$ cat src/rtl/dig_evegen_mc.sv
// Multi-channel comparator event generator: per-channel change detection with
// refractory blocking, round-robin arbitration and an output FIFO on a valid/ready bus.
module dig_evegen_mc #(
  parameter int N_CH       = 4,
  parameter int DIST       = 2,
  parameter int REFR_W     = 4,
  parameter int FIFO_DEPTH = 4,
  parameter int ADDR_W     = $clog2(N_CH)
) (
  input  logic              phi1b_dig,
  input  logic              rstb,
  input  logic [N_CH-1:0]   comp_high,
  input  logic [N_CH-1:0]   en,
  input  logic [REFR_W-1:0] refr_cycles,
  input  logic              ovf_clr,
  output logic [N_CH-1:0]   comp_out,
  output logic [N_CH-1:0]   eve,
  output logic [N_CH-1:0]   polxevent,
  output logic              ev_valid,
  input  logic              ev_ready,
  output logic [ADDR_W-1:0] ev_addr,
  output logic              ev_pol,
  output logic              ovf
);

  localparam int PTR_W = $clog2(FIFO_DEPTH);
  localparam int CNT_W = PTR_W + 1;

  logic [N_CH-1:0]   chain [DIST+2];
  logic [N_CH-1:0]   eve_d;
  logic [N_CH-1:0]   capture;
  logic [N_CH-1:0]   pend;
  logic [N_CH-1:0]   pol;
  logic [ADDR_W-1:0] rr_ptr;
  logic [ADDR_W-1:0] grant;
  logic              grant_any;
  logic              push;
  logic              pop;
  logic              drop;
  logic [N_CH-1:0]   granted_vec;

  logic [ADDR_W:0]   mem [FIFO_DEPTH];
  logic [ADDR_W:0]   head;
  logic [PTR_W-1:0]  wr_ptr;
  logic [PTR_W-1:0]  rd_ptr;
  logic [CNT_W-1:0]  count;

  assign comp_out  = chain[0];
  assign eve       = chain[1] ^ chain[DIST+1];
  assign polxevent = eve & chain[1];

  always_ff @(posedge phi1b_dig or negedge rstb) begin
    if (!rstb) begin
      for (int k = 0; k < DIST + 2; k++) chain[k] <= '0;
      eve_d <= '0;
    end else begin
      chain[0] <= comp_high;
      for (int k = 1; k < DIST + 2; k++) chain[k] <= chain[k-1];
      eve_d <= eve;
    end
  end

  // Capture fires on the leading edge of the eve pulse, gated by the refractory counter.
  genvar gi;
  generate
    for (gi = 0; gi < N_CH; gi++) begin : g_ch
      logic [REFR_W-1:0] refr_cnt;
      assign capture[gi] = eve[gi] & ~eve_d[gi] & en[gi] & (refr_cnt == '0);
      always_ff @(posedge phi1b_dig or negedge rstb) begin
        if (!rstb)                refr_cnt <= '0;
        else if (capture[gi])     refr_cnt <= refr_cycles;
        else if (refr_cnt != '0)  refr_cnt <= refr_cnt - 1'b1;
      end
    end
  endgenerate

  // Lowest pending channel at or above rr_ptr wins; otherwise lowest below it.
  always_comb begin
    grant_any = 1'b0;
    grant     = '0;
    for (int c = N_CH - 1; c >= 0; c--) begin
      if (pend[c] && (ADDR_W'(c) < rr_ptr)) begin
        grant_any = 1'b1;
        grant     = ADDR_W'(c);
      end
    end
    for (int c = N_CH - 1; c >= 0; c--) begin
      if (pend[c] && (ADDR_W'(c) >= rr_ptr)) begin
        grant_any = 1'b1;
        grant     = ADDR_W'(c);
      end
    end
  end

  assign pop         = ev_valid & ev_ready;
  assign push        = grant_any & ((count < CNT_W'(FIFO_DEPTH)) | pop);
  assign granted_vec = N_CH'(push) << grant;
  assign drop        = |(capture & pend & ~granted_vec);

  always_ff @(posedge phi1b_dig or negedge rstb) begin
    if (!rstb) begin
      pend   <= '0;
      pol    <= '0;
      rr_ptr <= '0;
      ovf    <= 1'b0;
    end else begin
      for (int c = 0; c < N_CH; c++) begin
        if (capture[c]) begin
          if (!pend[c] || granted_vec[c]) begin
            pend[c] <= 1'b1;
            pol[c]  <= chain[1][c];
          end
        end else if (granted_vec[c]) begin
          pend[c] <= 1'b0;
        end
      end
      if (push) rr_ptr <= (grant == ADDR_W'(N_CH - 1)) ? '0 : grant + 1'b1;
      if (drop)         ovf <= 1'b1;
      else if (ovf_clr) ovf <= 1'b0;
    end
  end

  always_ff @(posedge phi1b_dig) begin
    if (push) mem[wr_ptr] <= {grant, pol[grant]};
  end

  always_ff @(posedge phi1b_dig or negedge rstb) begin
    if (!rstb) begin
      wr_ptr <= '0;
      rd_ptr <= '0;
      count  <= '0;
    end else begin
      if (push) wr_ptr <= wr_ptr + 1'b1;
      if (pop)  rd_ptr <= rd_ptr + 1'b1;
      case ({push, pop})
        2'b10:   count <= count + 1'b1;
        2'b01:   count <= count - 1'b1;
        default: count <= count;
      endcase
    end
  end

  assign head     = mem[rd_ptr];
  assign ev_valid = (count != '0);
  assign ev_addr  = ev_valid ? head[ADDR_W:1] : '0;
  assign ev_pol   = ev_valid & head[0];

endmodule

$ cat config.mk
export PLATFORM = sky130hd
export DESIGN_NAME = dig_evegen_mc
export DESIGN_NICKNAME = d
export VERILOG_FILES = /design/src/rtl/dig_evegen_mc.sv
export SDC_FILE = /design/constraint.sdc
export NUM_CORES = 1
export LEC_CHECK = 0
export BUFFER_PORTS_ARGS = -buffer_cell sky130_fd_sc_hd__buf_2
export CAP_MARGIN = 25
export CORE_ASPECT_RATIO = 0.9
export CORE_MARGIN = 1
export CORE_UTILIZATION = 58
export DETAILED_ROUTE_END_ITERATION = 16
export PLACE_DENSITY = 0.79
export SLEW_MARGIN = 40
export SYNTH_ARGS = -nofsm -noshare
export SYNTH_HDL_FRONTEND = slang
export SYNTH_SLANG_ARGS = --single-unit
$ cat constraint.sdc
create_clock -name phi1b_dig -period 2.7 [get_ports phi1b_dig]
set_clock_uncertainty 0.05 [all_clocks]
set_input_delay 0.81 -clock phi1b_dig [delete_from_list [all_inputs] [get_ports phi1b_dig]]
set_output_delay 0.81 -clock phi1b_dig [all_outputs]
set_load 0.02 [all_outputs]
* After elaboration in Yosys (flattened, before gate mapping)
Memories as Yosys holds them, arrays and structs flattened.
Cells that the tools add are included.
** Cells by class
- Add/subtract/negate cells :: 9
- Order comparisons :: 10
- Equality and inequality tests :: 7
- Shifts and indexed selects :: 1
- Mux-type cells :: 45
- Bitwise gates (word level) :: 25
- Reductions and logical operators :: 44
** Operator list (count)
- 2-to-1 mux 4 bit :: 8
- 2-to-1 mux 1 bit :: 25
- 2-to-1 mux 2 bit :: 10
- nonzero test 2 bit :: 10
- zero test 4 bit :: 4
- AND reduction 2 bit :: 8
- nonzero test 4 bit :: 4
- subtractor 4 x 1 -> 4 bit (second input constant) :: 4
- bitwise AND 1 bit :: 15
- bitwise AND 4 bit :: 3
- logical AND 1 bit :: 8
- != test 2 x 1 -> 1 bit (second input constant) :: 4
- adder 2 x 1 -> 2 bit (second input constant) :: 3
- one-hot mux 3 bit (2 select lines) :: 1
- equality test 2 bit (second input constant) :: 2
- >= comparator 1 x 2 -> 1 bit (first input constant) :: 2
- >= comparator 2 bit (first input constant) :: 2
- zero test 1 bit :: 4
- logical OR 1 bit :: 4
- < comparator 1 x 2 -> 1 bit (first input constant) :: 2
- < comparator 2 bit (first input constant) :: 2
- inverter 1 bit :: 4
- inverter 4 bit :: 1
- OR reduction 4 bit :: 1
- 10 further kinds :: 10
** Storage, ports and cells
- Flip-flop bits (word level) :: 54
- Bits in writable memories :: 12
- Bits of input ports :: 16
- Output and inout bits :: 17
- Word-level logic and storage cells :: 164
- Memories kept :: 1
** Memories
- mem :: words 4, width 3, read ports 1, clocked after Yosys merged registers in 0, wr ports 1, RTL line 42 : logic [ADDR_W:0] mem [FIFO_DEPTH];

* Longest topological paths before layout
- Depth after elaboration :: 16
- Depth in mapped cells :: 10
- Depth with buffers taken out :: 9

* Worst setup path after synthesis
Ideal clock, no wire load.
- Kind :: in2reg
- From :: input ev_ready
- To :: register count[2]
- Setup time :: 79 ps
- Arrival :: 2053 ps
- Data required time :: 2571 ps
- Slack :: 518 ps
- Stages on the path :: 9
- Buffers on the path :: 0
- Cells stage by stage :: nor2b_1 -> a21oi_2 -> inv_1 -> ha_1 -> inv_1 -> fa_1 -> xor2_1 -> nor2_1 -> xor2_1
** On the way
- Cells in the longest elaborated chain, start to end :: 5
- Elaborated cells between the ends (all ways) :: 7
- Classes of those cells :: eq/ne: 2; mux: 1; bitwise: 3; reduce/logical: 1
** RTL lines
- start: declaration :: RTL line 20 : input logic ev_ready,
- bitwise AND 1 bit * :: RTL line 95 : assign pop = ev_valid & ev_ready;
- OR 1 bit :: RTL line 96 : assign push = grant_any & ((count < CNT_W'(FIFO_DEPTH)) | pop);
- bitwise AND 1 bit :: RTL line 96
- equality test 2 x 1 -> 1 bit / equality test 2 bit (equally long branches) :: RTL line 135 : case ({push, pop})
- one-hot mux 3 bit (2 select lines) / nonzero test 2 bit (equally long branches)
- end signal: assignment :: RTL line 136 : 2'b10: count <= count + 1'b1;
- end signal: assignment :: RTL line 137 : 2'b01: count <= count - 1'b1;
- end signal: assignment :: RTL line 138 : default: count <= count;
- end: declaration :: RTL line 46 : logic [CNT_W-1:0] count;
Every way passes the cells marked *; elsewhere a longest branch is shown, timed or not.
A chain may end at the register's enable or synchronous reset.

* Worst setup path after layout
- From :: register rd_ptr[0]
- To :: output ev_addr[0]
** On the way
- Cells in the longest elaborated chain, start to end :: 2
** RTL lines
- start: declaration :: RTL line 45 : logic [PTR_W-1:0] rd_ptr;
- start signal: assignment :: RTL line 134 : if (pop) rd_ptr <= rd_ptr + 1'b1;
- memory (4 x 3 bit)
- 2-to-1 mux 2 bit :: RTL line 145 : assign ev_addr = ev_valid ? head[ADDR_W:1] : '0;
- end: declaration :: RTL line 21 : output logic [ADDR_W-1:0] ev_addr,
Every way passes these cells.

==> results.py <==
metrics = {
    "clock_tree": {
        "cts_made_buffers": 9,
        "cts_tree": "done",
        "h-tree-depth": 3,
        "worst_skew_pair.late_latency_ps": 350,
        "clkTransAtPathRegs_ps": 70,
        "post_cts_buffers": 0,
        "hold_buffers": 0,
        "clockBufferDepth": 2,
        "numClockSinks": 66,
        "cts-root-buf": "clkbuf_8",
        "post_cts_resized": 0,
    },
    "power": {
        "p_comb_frac": 0.394,
        "switching_power_mw": 1.54,
        "internal-power_mw": 2.60,
        "ir_drop_uv": 656,
        "cellPowerDensity_nw_per_um2": 1190,
        "swShare": 0.371,
        "pwr-share-seq": 0.410,
        "clockPowerShare": 0.196,
        "leakage_nw": 1.60,
    },
    "worst_hold_path": {
        "min_path_type": "flop to flop",
        "worstHoldStart": "chain[4]",
    },
    "cells_and_area": {
        "fillers": 367,
        "final_cell_area_um2": 3490,
        "insertedDiodeCount": 0,
        "final_nets": 332,
        "drive_gt1_frac": 0.234,
        "area_growth_pct": 13.6,
        "final_util": 0.705,
        "fin_cells": 368,
    },
    "die": {
        "die-area_um2": 5590,
        "start_util": 0.620,
        "num_rows": 24,
        "fp.coreArea_um2": 4950,
        "die_w_um": 78.7,
        "fp.dieH_um": 71.1,
        "pin_count": 33,
    },
    "critical_path": {
        "cp.required_ps": 1840,
        "crit_type": "flop to output port",
        "arrival_ps": 1680,
        "critPathLaunch": "rd_ptr[0]",
        "reg2reg_from": "pend[1]",
        "worstSetupStartpointType": "flop",
        "crit_fanout": 5,
        "end_kind": "output port",
    },
    "global_routing": {
        "grt_pass1_vias": 1947,
        "grt_use_total": 0.226,
        "grt.overflow.total": 0,
        "grt_pass1_wl_mm": 9.25,
        "antenna_found_initial": 0,
        "grt_start_max_net_pins": 55,
    },
    "sta": {
        "worstMarginPinSlew_ps": 658,
        "slew_viol_final": 0,
        "setup_viol": 0,
        "period_needed_ps": 2540,
        "worst_slack_ps": 158,
        "final_hold_viol_count": 0,
        "period_share": 0.942,
        "rsz0062_at_grt": "no",
        "setup_tns_ps": 0,
        "max_freq_mhz": 393,
        "slew_headroom": 0.562,
    },
    "synthesis": {
        "ys_ff_latch": 66,
        "syn_area_per_cell_um2": 11.8,
        "ys_seq_area_frac": 0.557,
        "async_flop_share": 0.818,
        "ys.flop_type": "dfrtp_1",
        "synthesis.area_um2": 3070,
        "syn_inst": 260,
        "yosysWarnings": 0,
        "synth-edff-count": 12,
        "syn_nets": 294,
        "synth.distinct_cells": 43,
    },
    "drt": {
        "vias": 1964,
        "totalWireLength_mm": 5.37,
        "drtIter0Drc": 176,
        "wire_per_inst_um": 14.6,
        "remaining_drc_errors": 0,
        "ant_nets": 0,
        "via_per_inst": 5.34,
        "drt_pass1_iterations": 4,
    },
    "placed_design": {
        "dp_cells": 352,
        "dpl_cell_area_um2": 3290,
        "post-place-ws_ps": 304,
        "io_buffer_count": 32,
        "dp_hpwl_mm": 3.73,
        "gp_congestion": 0.848,
    },
    "flow_run": {
        "max-cap-violations": 0,
    },
    "run_status": {
        "outcome": "finished, final reports clean",
    },
}
==> layer usage <==
layer  GRT usage  wire length [um]  vias to the layer above
li1            -                 -                      972
met1       0.306              2590                      937
met2       0.339              2450                       47
met3      0.0774               234                        8
met4      0.0885                97                        0
met5           0                 0                        -
==> flip-flops by register name, indices dropped and copies added (netlist names), 2 cells and up <==
| signal | count |
|---|---|
| eve_d | 4 |
| rr_ptr | 2 |
| comp_out | 4 |
| count | 3 |
| g_ch.refr_cnt | 16 |
| pend | 4 |
| pol | 4 |
| chain | 12 |
| mem | 12 |
| rd_ptr | 2 |
| wr_ptr | 2 |
==> worst max-delay path, cell delays in order (launching register included) <==
cell     delay (ps)
dfrtp_1         490
mux4_2          530
and2_1          160
buf_2           150
==> Yosys cell counts (4+ instances only) <==
cell type | number | area (um2)
dfrtp_1 | 54 | 1350
inv_1 | 25 | 93.8
nand2_1 | 20 | 75.1
ha_1 | 17 | 213
nor2_1 | 15 | 56.3
a21oi_1 | 12 | 60.1
edfxtp_1 | 12 | 360
and2_1 | 10 | 62.6
mux2i_1 | 7 | 70.1
nor3_1 | 7 | 35.0
o21ai_0 | 7 | 35.0
xnor2_1 | 7 | 61.3
o22ai_1 | 6 | 37.5
o31ai_1 | 6 | 45.0
buf_4 | 4 | 30.0
nor3b_1 | 4 | 30.0
==> power groups by stage <==
stage	logic [mW]	registers (mW)	clock network (mW)
after global routing	1.85	1.75	0.868
final	1.63	1.70	0.813
after floorplan	1.33	1.60	0
after detailed placement	1.62	1.71	0
after global placement	1.56	1.70	0
after CTS	1.64	1.70	0.829
==> per-stage QoR <==
stage / hold WS (ps) / power [mW]
2_1_floorplan: 281 / 2.93
3_3_place_gp: 282 / 3.26
3_5_place_dp: 285 / 3.33
4_1_cts: 305 / 4.16
5_1_grt: 313 / 4.46
6_report: 304 / 4.14
==> cell usage in the layout (no fill, tap or decap), types with 4 or more instances in the layout <==
cell type and n:
nor2_1 15, nor3_1 7, clkbuf_8 9, inv_1 25
ha_1 17, mux2i_1 7, edfxtp_1 12, nor3b_1 4
dfrtp_1 54, nand2_1 20, o22ai_1 6, xnor2_1 7
o31ai_1 6, a21oi_1 12, buf_2 32, o21ai_0 7
and2_1 10
==> worst paths after layout <==
path / to / depth (start not counted) / slack (ps)
worst min-delay path: chain[0] / 0 / 300
min in group asynchronous: comp_out[2] / 2 / 530
worst max-delay path: ev_addr[0] / 3 / 160
worst min register to register: chain[0] / 0 / 300
max in group asynchronous: rr_ptr[0] / 2 / 1630
worst max register to register: pol[0] / 7 / 500
==> area by class of cell <==
cell class / count / area [um2] / area share
Clock buffer: 12 / 178 / 0.0509
Tap cell: 65 / 81.3 / 0.0233
Multi-Input combinational cell: 160 / 1210 / 0.348
Timing Repair Buffer: 35 / 183 / 0.0523
Clock inverter: 4 / 22.5 / 0.00645
Sequential cell: 66 / 1710 / 0.490
Inverter: 26 / 100 / 0.0287
==> cells by family after synthesis <==
kind of cell	count (synthesis)	synth area share
compound gates	46	0.103
xor+xnor	10	0.0285
fa+ha+maj	18	0.0757
buf+inv	34	0.0476
flops	66	0.557
mux	14	0.0619
simple gates	72	0.126
Power figures use the tool's default switching activity.
